`config.mk`:
```
export PLATFORM = sky130hd
export DESIGN_NAME = pitch_bin_to_hz_flat
export DESIGN_NICKNAME = d
export VERILOG_FILES = /design/src/rtl/pitch_bin_to_hz_if.sv /design/src/rtl/pitch_bin_to_hz.sv /design/src/flat_wrapper.sv
export SDC_FILE = /design/constraint.sdc
export NUM_CORES = 1
export LEC_CHECK = 0
export ABC_AREA = 1
export CORE_ASPECT_RATIO = 0.8
export CORE_MARGIN = 2
export CORE_UTILIZATION = 65
export DETAILED_ROUTE_END_ITERATION = 10
export GPL_ROUTABILITY_DRIVEN = 0
export PLACE_DENSITY = 0.84
export SYNTH_ARGS = -nofsm -noshare
export SYNTH_HDL_FRONTEND = slang
export SYNTH_SLANG_ARGS = --single-unit
```
`constraint.sdc`:
```
create_clock -name clk -period 9.5 [get_ports clk]
set_input_delay 1.9 -clock clk [delete_from_list [all_inputs] [get_ports clk]]
set_output_delay 1.9 -clock clk [all_outputs]
set_load 0.05 [all_outputs]
```
`src/rtl/pitch_bin_to_hz_if.sv`:
```
// Valid/ready data stream used for the peak-bin input and the Hz output.
// The master drives valid/data, the slave drives ready.
interface pitch_bin_to_hz_if #(
    parameter int N = 16
);
    logic         valid;
    logic         ready;
    logic [N-1:0] data;

    modport master (output valid, output data, input ready);
    modport slave  (input valid, input data, output ready);
endinterface

```
`src/rtl/pitch_bin_to_hz.sv`:
```
// Converts FFT peak-bin indices to a median-of-3 filtered pitch in Hz
// (unsigned fixed point), with a sequential shift-add multiplier and a stability flag.
module pitch_bin_to_hz #(
    parameter int W        = 16,
    parameter int NSamples = 1024,
    parameter int FS_HZ    = 12000,
    parameter int HZ_FRAC  = 4,
    parameter int MIN_BIN  = 2,
    parameter int STABLE_N = 3
) (
    input  logic               clk,
    input  logic               reset,
    pitch_bin_to_hz_if.slave   pitch_input,
    pitch_bin_to_hz_if.master  hz_output,
    output logic               pitch_stable
);
    localparam int     SHIFT = $clog2(NSamples);
    localparam longint K_L   = longint'(FS_HZ) * (longint'(1) << HZ_FRAC);
    localparam int     KW    = $clog2(K_L + 1);
    localparam int     AW    = W + KW;
    localparam int     CW    = (W > 1) ? $clog2(W) : 1;
    localparam int     SCW   = $clog2(STABLE_N + 1);
    localparam logic [AW-1:0] K_VAL = AW'(K_L);

    typedef enum logic [1:0] {IDLE, MED, MUL, OUT} state_t;
    state_t state, state_nxt;

    logic [W-1:0]   w0, w1, w2;
    logic [1:0]     fill;
    logic [W-1:0]   med_q, prev_m;
    logic [W-1:0]   m_sh;
    logic [AW-1:0]  k_sh, acc;
    logic [CW-1:0]  cnt;
    logic [SCW-1:0] st_cnt, st_cnt_nxt;
    logic [W-1:0]   k_in, med_w;
    logic [AW-1:0]  res;
    logic           accept, out_xfer;

    function automatic logic [W-1:0] med3(input logic [W-1:0] a, b, c);
        logic [W-1:0] lo, hi, mid;
        lo  = (a < b) ? a : b;
        hi  = (a < b) ? b : a;
        mid = (hi < c) ? hi : c;
        return (lo > mid) ? lo : mid;
    endfunction

    assign pitch_input.ready = (state == IDLE) && !reset;
    assign accept   = pitch_input.valid && pitch_input.ready;
    assign out_xfer = (state == OUT) && hz_output.valid && hz_output.ready;
    assign k_in     = (pitch_input.data < W'(MIN_BIN)) ? '0 : pitch_input.data;
    assign med_w    = (fill == 2'd3) ? med3(w0, w1, w2) : w0;
    assign res      = acc >> SHIFT;

    always_ff @(posedge clk or posedge reset) begin
        if (reset) state <= IDLE;
        else       state <= state_nxt;
    end

    always_comb begin
        state_nxt = state;
        case (state)
            IDLE: if (accept) state_nxt = MED;
            MED:  state_nxt = MUL;
            MUL:  if (cnt == CW'(W - 1)) state_nxt = OUT;
            OUT:  if (out_xfer) state_nxt = IDLE;
            default: state_nxt = IDLE;
        endcase
    end

    // Zero medians mean "no pitch" and never count toward stability.
    always_comb begin
        st_cnt_nxt = st_cnt;
        if (med_q == prev_m && med_q != '0)
            st_cnt_nxt = (st_cnt == SCW'(STABLE_N)) ? st_cnt : st_cnt + 1'b1;
        else
            st_cnt_nxt = (med_q == '0) ? '0 : SCW'(1);
    end

    always_ff @(posedge clk or posedge reset) begin
        if (reset) begin
            w0              <= '0;
            w1              <= '0;
            w2              <= '0;
            fill            <= '0;
            med_q           <= '0;
            prev_m          <= '0;
            m_sh            <= '0;
            k_sh            <= '0;
            acc             <= '0;
            cnt             <= '0;
            st_cnt          <= '0;
            pitch_stable    <= 1'b0;
            hz_output.valid <= 1'b0;
            hz_output.data  <= '0;
        end else begin
            case (state)
                IDLE: if (accept) begin
                    w2   <= w1;
                    w1   <= w0;
                    w0   <= k_in;
                    fill <= (fill == 2'd3) ? 2'd3 : fill + 2'd1;
                end
                MED: begin
                    med_q <= med_w;
                    m_sh  <= med_w;
                    k_sh  <= K_VAL;
                    acc   <= '0;
                    cnt   <= '0;
                end
                MUL: begin
                    if (m_sh[0]) acc <= acc + k_sh;
                    m_sh <= m_sh >> 1;
                    k_sh <= k_sh << 1;
                    cnt  <= cnt + 1'b1;
                end
                OUT: begin
                    // First OUT cycle registers the saturated result; it then holds until taken.
                    if (!hz_output.valid) begin
                        hz_output.valid <= 1'b1;
                        hz_output.data  <= (|res[AW-1:W]) ? '1 : res[W-1:0];
                    end else if (hz_output.ready) begin
                        hz_output.valid <= 1'b0;
                        prev_m          <= med_q;
                        st_cnt          <= st_cnt_nxt;
                        pitch_stable    <= (st_cnt_nxt == SCW'(STABLE_N));
                    end
                end
                default: ;
            endcase
        end
    end
endmodule
```
`src/flat_wrapper.sv`:
```
// flat-port wrapper written by rule: the top's interface ports become plain ports
module pitch_bin_to_hz_flat 
#(
    parameter int W        = 16,
    parameter int NSamples = 1024,
    parameter int FS_HZ    = 12000,
    parameter int HZ_FRAC  = 4,
    parameter int MIN_BIN  = 2,
    parameter int STABLE_N = 3
)
  (clk, reset, pitch_stable, pitch_input_valid, pitch_input_data, pitch_input_ready, hz_output_valid, hz_output_data, hz_output_ready);
  pitch_bin_to_hz_if pitch_input_i ();
  pitch_bin_to_hz_if hz_output_i ();
  input  logic clk;
  input  logic reset;
  output logic pitch_stable;
  input wire logic [$bits(pitch_input_i.valid)-1:0] pitch_input_valid;
  input wire logic [$bits(pitch_input_i.data)-1:0] pitch_input_data;
  output wire logic [$bits(pitch_input_i.ready)-1:0] pitch_input_ready;
  output wire logic [$bits(hz_output_i.valid)-1:0] hz_output_valid;
  output wire logic [$bits(hz_output_i.data)-1:0] hz_output_data;
  input wire logic [$bits(hz_output_i.ready)-1:0] hz_output_ready;
  assign pitch_input_i.valid = pitch_input_valid;
  assign pitch_input_i.data = pitch_input_data;
  assign pitch_input_ready = pitch_input_i.ready;
  assign hz_output_valid = hz_output_i.valid;
  assign hz_output_data = hz_output_i.data;
  assign hz_output_i.ready = hz_output_ready;
  pitch_bin_to_hz #(.W(W), .NSamples(NSamples), .FS_HZ(FS_HZ), .HZ_FRAC(HZ_FRAC), .MIN_BIN(MIN_BIN), .STABLE_N(STABLE_N)) u_core (.clk(clk), .reset(reset), .pitch_input(pitch_input_i), .hz_output(hz_output_i), .pitch_stable(pitch_stable));
endmodule
```
==> results of run 1 <==
[worst reg2reg max path: cells and delay by family, from the launching register on]
kind                     cells  cell delay (ns)
buffers and inverters        5             0.62
adder cells (fa/ha/maj)      3             0.91
AND/OR/NAND/NOR             11             1.68
flip-flops                   1             0.37
AO/OA/AOI/OAI                9             2.78
[cell type report]
cell class / instances / area share [%]
inverters: 212 / 7.03
clock inverters: 11 / 1.16
multi-input cells: 901 / 43.4
flip-flops and latches: 174 / 38.2
clock buffers: 20 / 4.10
well taps: 215 / 2.36
repair buffers: 44 / 3.74
[state kept, by name, indices dropped and copies added, names as in the netlist, 4 cells and up]
name,flops
u_core.hz_output.data,16
u_core.med_q,16
u_core.w2,16
u_core.w1,16
u_core.m_sh,16
u_core.w0,16
u_core.prev_m,16
u_core.k_sh,25
u_core.cnt,4
u_core.acc,25
[layer usage]
layer	up-vias	wire length, um	GRT usage [%]
met5	-	0	0
met4	0	262	6.93
met3	27	1670	5.66
met2	305	10500	45.9
met1	4178	11500	45.3
li1	4399	-	-
[metrics by stage]
step / hold slack [ns] / util (%)
CTS: 0.486 / 73.0
detailed placement: 0.469 / 69.2
global route: 0.517 / 73.0
finish: 0.483 / 73.0
global placement: 0.463 / 69.2
floorplan: 0.449 / -
[Yosys cell counts (3+ instances only)]
| cell | instances |
|---|---|
| a21oi_1 | 52 |
| and2_1 | 18 |
| xnor2_1 | 7 |
| a22oi_1 | 6 |
| buf_2 | 3 |
| nor3_1 | 7 |
| a211oi_1 | 3 |
| o21a_1 | 3 |
| clkbuf_1 | 42 |
| inv_1 | 209 |
| xor2_1 | 9 |
| o22ai_1 | 45 |
| nand2_1 | 334 |
| nand2_4 | 3 |
| a31oi_1 | 16 |
| o221ai_1 | 3 |
| nand2_2 | 12 |
| nor4_1 | 6 |
| or2_2 | 3 |
| nor2_1 | 57 |
| dfrtp_1 | 174 |
| nand3_1 | 48 |
| nand4_1 | 14 |
| o21ai_0 | 152 |
| o31ai_1 | 4 |
| o21ai_1 | 10 |
| ha_1 | 75 |
[cells in the final DEF, fill, tap and decap left out, types with 2 or more instances in the layout]
cell	n
clkdlybuf4s50_1	38
a211oi_1	3
a31oi_1	16
nor3_1	7
dfrtp_1	174
nand4_1	14
nor2_2	2
nand2_4	3
clkbuf_8	3
o21ai_0	152
clkinvlp_4	2
ha_1	75
o21ai_1	10
o21a_1	3
inv_1	208
clkinv_4	4
a22oi_1	6
o22ai_1	45
nand3_1	48
clkbuf_16	17
inv_6	3
xor2_1	9
bufinv_16	2
and2_1	18
xnor2_1	7
o31ai_1	4
o221ai_1	3
nor3b_1	2
clkinv_1	2
a21oi_1	52
nor2_1	56
or2_2	3
nor4_1	6
nand2_1	333
nand2_2	13
buf_4	6
[path summary, 6_finish.rpt]
path	depth (start not counted)	endpoint	from	slack (ns)
max	28	u_core.m_sh[0]$_DFFE_PP0P_	u_core.w1[9]$_DFFE_PP0P_	3.08
min	2	u_core.pitch_stable$_DFFE_PP0P_	u_core.pitch_stable$_DFFE_PP0P_	0.48
max reg2reg	28	u_core.m_sh[0]$_DFFE_PP0P_	u_core.w1[9]$_DFFE_PP0P_	3.08
min reg2reg	2	u_core.pitch_stable$_DFFE_PP0P_	u_core.pitch_stable$_DFFE_PP0P_	0.48
max in group asynchronous	3	u_core.w2[4]$_DFFE_PP0P_	reset	6.00
min in group asynchronous	2	u_core.acc[19]$_DFFE_PP0P_	reset	2.02
[cell families after synthesis]
group | share of synthesized area [%]
adder cells (fa/ha/maj) | 9.33
flip-flops | 42.4
XOR/XNOR | 1.36
AO/OA/AOI/OAI | 16.3
AND/OR/NAND/NOR | 21.0
buffers and inverters | 9.70
==> flow_metrics.tcl, run 1 <==
set metrics [dict create \
    synth-edff-count 0 \
    synth_largest_type_area_fraction_pct 42.4 \
    area_growth_pct 10.9 \
    ys_warn_count 0 \
    totalWireLength_um 23900 \
    drv_slew 0 \
    die_y_um 116 \
    initial_core_util_pct 65.9 \
    synth_nets 1430 \
    cp_slowest_stage_delay_ns 0.67 \
    crit_required_ns 9.87 \
    critPathBufInv 5 \
    critPathTopFamily "compound AO/OA/AOI/OAI gates" \
    cts.reportedPaths.clkPinSlew_ns 0.07 \
    antenna_found_initial 0 \
    maxSlewHeadroom_pct 19.8 \
    critPathArrivalTime_ns 6.80 \
    vias 8909 \
    insertion_delay_ns 0.44 \
    cts_hold_buf 0 \
    syn_area_sq_mm 0.0103 \
    worst_slack_ns 3.08 \
    clk_path_buf_depth 2 \
    ios 39 \
    die_w_um 145 \
    synth_flop_cell "dfrtp_1" \
    hold_viol 0 \
    max_cap_viol_count 0 \
    hpwlAfterDp_um 16800 \
    postCtsSetupBuffers 0 \
    cp-end-kind "flip-flop" \
    worstMarginPinSlew_ns 1.20 \
    crit_fanout 63 \
    fin_cells 1577 \
    drive_above_1_share_pct 4.63 \
    dr.pass1.iters 5 \
    setup_viol 0 \
    seq_area_sq_mm 0.00435 \
    grtUsageTotal_pct 30.1 \
    hold_class "flip-flop to flip-flop" \
    drt-initial-drc-count 910 \
    synthArstFlopShare_pct 100 \
    synth_seq_area_share_pct 42.4 \
    netlist_instances 1334 \
    final_area_sq_mm 0.0114 \
    pre_cts_ws_ns 3.21 \
    status "completed" \
    grt_pass1_wl_um 40100 \
    yosysTopAreaCell "dfrtp_1" \
    rsz0062_at_grt "false" \
    h-tree-depth 4 \
    finalSetupTns_ns 0 \
    drc 0 \
    crit_slowest_cell "a31oi_2" \
    crit_top_cell "nand2_1" \
    grt_overflow 0 \
    syn-mean-instance-area_sq_um 7.70 \
    period_needed_ns 6.42 \
    route.detailed.wl_per_inst_um 15.2 \
    startpoint_type "flip-flop" \
    yosys-top-cells-area "dfrtp_1, nand2_1, ha_1" \
    ys_types 44 \
    worstSetupPathType "flip-flop to flip-flop" \
    first_global_vias 8275 \
    n_fill_cell 1187 \
    fp.coreArea_sq_mm 0.0156 \
    dpl_cell_area_sq_mm 0.0108 \
    multiInputGateArea_sq_mm 0.00494 \
    antenna_cells 0 \
    cts_root_buffer "clkbuf_16" \
    cts_made_buffers 17 \
    finalNetCount 1446 \
    fmax_mhz 156 \
    post-route-period-util_pct 67.6 \
    clkSinkCount 174 \
    skew_ns 0.0102 \
    cts_tree "done" \
    post_cts_resized 0 \
    ant_nets 0 \
    place_inst 1546 \
    grt_start_max_net_pins 97 \
    dieArea_sq_mm 0.0168 \
    vias_per_cell 5.65 \
    io_buffers 38 \
    ys_ff_latch 174 \
    rows 41 \
]
Power of run 1 is left out: the tool's default activity adds up to more than one toggle a clock period on the data nets, which glitch-free logic cannot reach.
==> inputs of run 2 (changes only) <==
--- a/config.mk
+++ b/config.mk
@@ -8,10 +8,10 @@
 export ABC_AREA = 1
 export CORE_ASPECT_RATIO = 0.8
 export CORE_MARGIN = 2
-export CORE_UTILIZATION = 65
+export CORE_UTILIZATION = 62
 export DETAILED_ROUTE_END_ITERATION = 10
 export GPL_ROUTABILITY_DRIVEN = 0
-export PLACE_DENSITY = 0.84
+export PLACE_DENSITY = 0.81
 export SYNTH_ARGS = -nofsm -noshare
 export SYNTH_HDL_FRONTEND = slang
 export SYNTH_SLANG_ARGS = --single-unit
==> constraint.sdc (replaced) <==
create_clock -name clk -period 6.5 [get_ports clk]
set_input_delay 1.3 -clock clk [delete_from_list [all_inputs] [get_ports clk]]
set_output_delay 1.3 -clock clk [all_outputs]
set_load 0.05 [all_outputs]
==> run 2 against run 1 <==
  * Global-route usage shrank 1.5 points
  * Count of clock-buffer cells in the layout is 1 higher
  * Highest routed layer unchanged
  * Fmax grew 6.4%
  * Final cell count increased by 0.51%
  * Wire length barely moved
  * Largest cell class unchanged
  * Cell area increased by 0.27%
  * Non-clock buffer count increased by 1
  * Critical path type unchanged
==> flow_metrics.tcl, run 2 (same netlist as run 1, synthesis figures left out) <==
set metrics [dict create \
    mostFrequentLayoutCell "nand2_1" \
    finalSetupTns_ns 0 \
    max_cap_viol_count 0 \
    vias 8823 \
    crit_required_ns 6.87 \
    critPathArrivalTime_ns 6.40 \
    drive_above_1_share_pct 4.76 \
    hold_class "flip-flop to flip-flop" \
    grt_pass1_wl_um 40800 \
    cts_made_buffers 17 \
    hold_viol 0 \
    route.detailed.wl_per_inst_um 15.1 \
    h-tree-depth 4 \
    status "completed" \
    cts_hold_buf 0 \
    die_y_um 119 \
    fin_cells 1585 \
    fmax_mhz 166 \
    cp_slowest_stage_delay_ns 0.45 \
    antenna_found_initial 0 \
    first_global_vias 8435 \
    critPathTopFamily "compound AO/OA/AOI/OAI gates" \
    drv_slew 0 \
    postCtsSetupBuffers 0 \
    fp.coreArea_sq_mm 0.0164 \
    finalNetCount 1448 \
    insertion_delay_ns 0.44 \
    io_buffers 38 \
    grt_start_max_net_pins 97 \
    die_w_um 148 \
    antenna_cells 0 \
    ios 39 \
    startpoint_type "flip-flop" \
    crit_fanout 32 \
    rows 42 \
    hpwlAfterDp_um 17100 \
    pre_cts_ws_ns 0.337 \
    cts.reportedPaths.clkPinSlew_ns 0.07 \
    cts_tree "done" \
    regToRegSetupSlack_ns 0.46 \
    grt_overflow 0 \
    worstSetupPathType "flip-flop to flip-flop" \
    multiInputGateArea_sq_mm 0.00495 \
    post_cts_resized 0 \
    worst_slack_ns 0.463 \
    cts_root_buffer "clkbuf_16" \
    maxSlewHeadroom_pct 20.2 \
    reg_top3 "u_core.acc x25, u_core.k_sh x25" \
    skew_ns 0.0109 \
    grtUsageTotal_pct 28.7 \
    vias_per_cell 5.57 \
    ant_nets 0 \
    crit_slowest_cell "a31oi_4" \
    initial_core_util_pct 62.6 \
    post-route-period-util_pct 92.9 \
    dieArea_sq_mm 0.0176 \
    place_inst 1552 \
    n_fill_cell 1334 \
    period_needed_ns 6.04 \
    clkSinkCount 174 \
    drc 0 \
    cp-end-kind "flip-flop" \
    crit_top_cell "nand2_1" \
    critPathBufInv 5 \
    totalWireLength_um 23900 \
    seq_area_sq_mm 0.00435 \
    drt-initial-drc-count 739 \
    worstMarginPinSlew_ns 1.20 \
    final_cell_mix "nand2_1, inv_1, dfrtp_1" \
    setup_viol 0 \
    dr.pass1.iters 6 \
    clk_path_buf_depth 2 \
    area_growth_pct 11.2 \
]
## run 2: cell types whose count changed in the layout (fill, tap and decap cells not counted)
cell,previous run,this run
clkbuf_1,0,1
clkinvlp_4,2,3
a31oi_4,0,1
buf_4,6,7
nand2_2,13,14
a31oi_2,1,0
clkinv_4,4,3
## run 2: layout make-up
class / count / area share (%)
clock inverter: 11 / 1.15
inverter: 212 / 7.01
tap: 220 / 2.41
timing repair buffer: 45 / 3.79
clock buffer: 21 / 4.12
sequential: 174 / 38.1
multi-input combinational: 902 / 43.4
## run 2: routing by layer
layer	GRT usage, %	part of all wire, %	wire length, um	vias to the layer above
met5	0	0	0	-
met4	5.95	0.91	218	0
met3	6.02	7.1	1700	24
met2	42.6	44	10400	291
met1	43.7	48	11600	4108
li1	-	-	-	4400
## run 2: stage by stage
step | hold WS (ns) | cell area, sq um | util, %
after floorplan | 0.449 | 10300 | -
after global placement | 0.463 | 10800 | 65.9
after detailed placement | 0.473 | 10800 | 65.9
after CTS | 0.487 | 11400 | 69.5
after global routing | 0.528 | 11400 | 69.6
final | 0.486 | 11400 | 69.6
## run 2: worst paths after layout
path                                        startpoint                            to  depth (start not counted)
min in group asynchronous                        reset    u_core.acc[33]$_DFFE_PP0P_                          2
setup reg to reg             u_core.w1[15]$_DFFE_PP0P_  u_core.med_q[15]$_DFFE_PP0P_                         28
max in group asynchronous                        reset      u_core.w1[8]$_DFFE_PP0P_                          3
hold / removal             u_core.med_q[0]$_DFFE_PP0P_   u_core.med_q[0]$_DFFE_PP0P_                          2
hold reg to reg            u_core.med_q[0]$_DFFE_PP0P_   u_core.med_q[0]$_DFFE_PP0P_                          2
setup / recovery             u_core.w1[15]$_DFFE_PP0P_  u_core.med_q[15]$_DFFE_PP0P_                         28
## run 2: worst reg2reg max path, delay by kind of cell (launching register included)
kind / cells / cell delay, ns
simple gates: 11 / 1.65
buf+inv: 5 / 0.66
fa+ha+maj: 3 / 0.90
compound gates: 9 / 2.39
flops: 1 / 0.37
Power of run 2 is left out for the same reason.
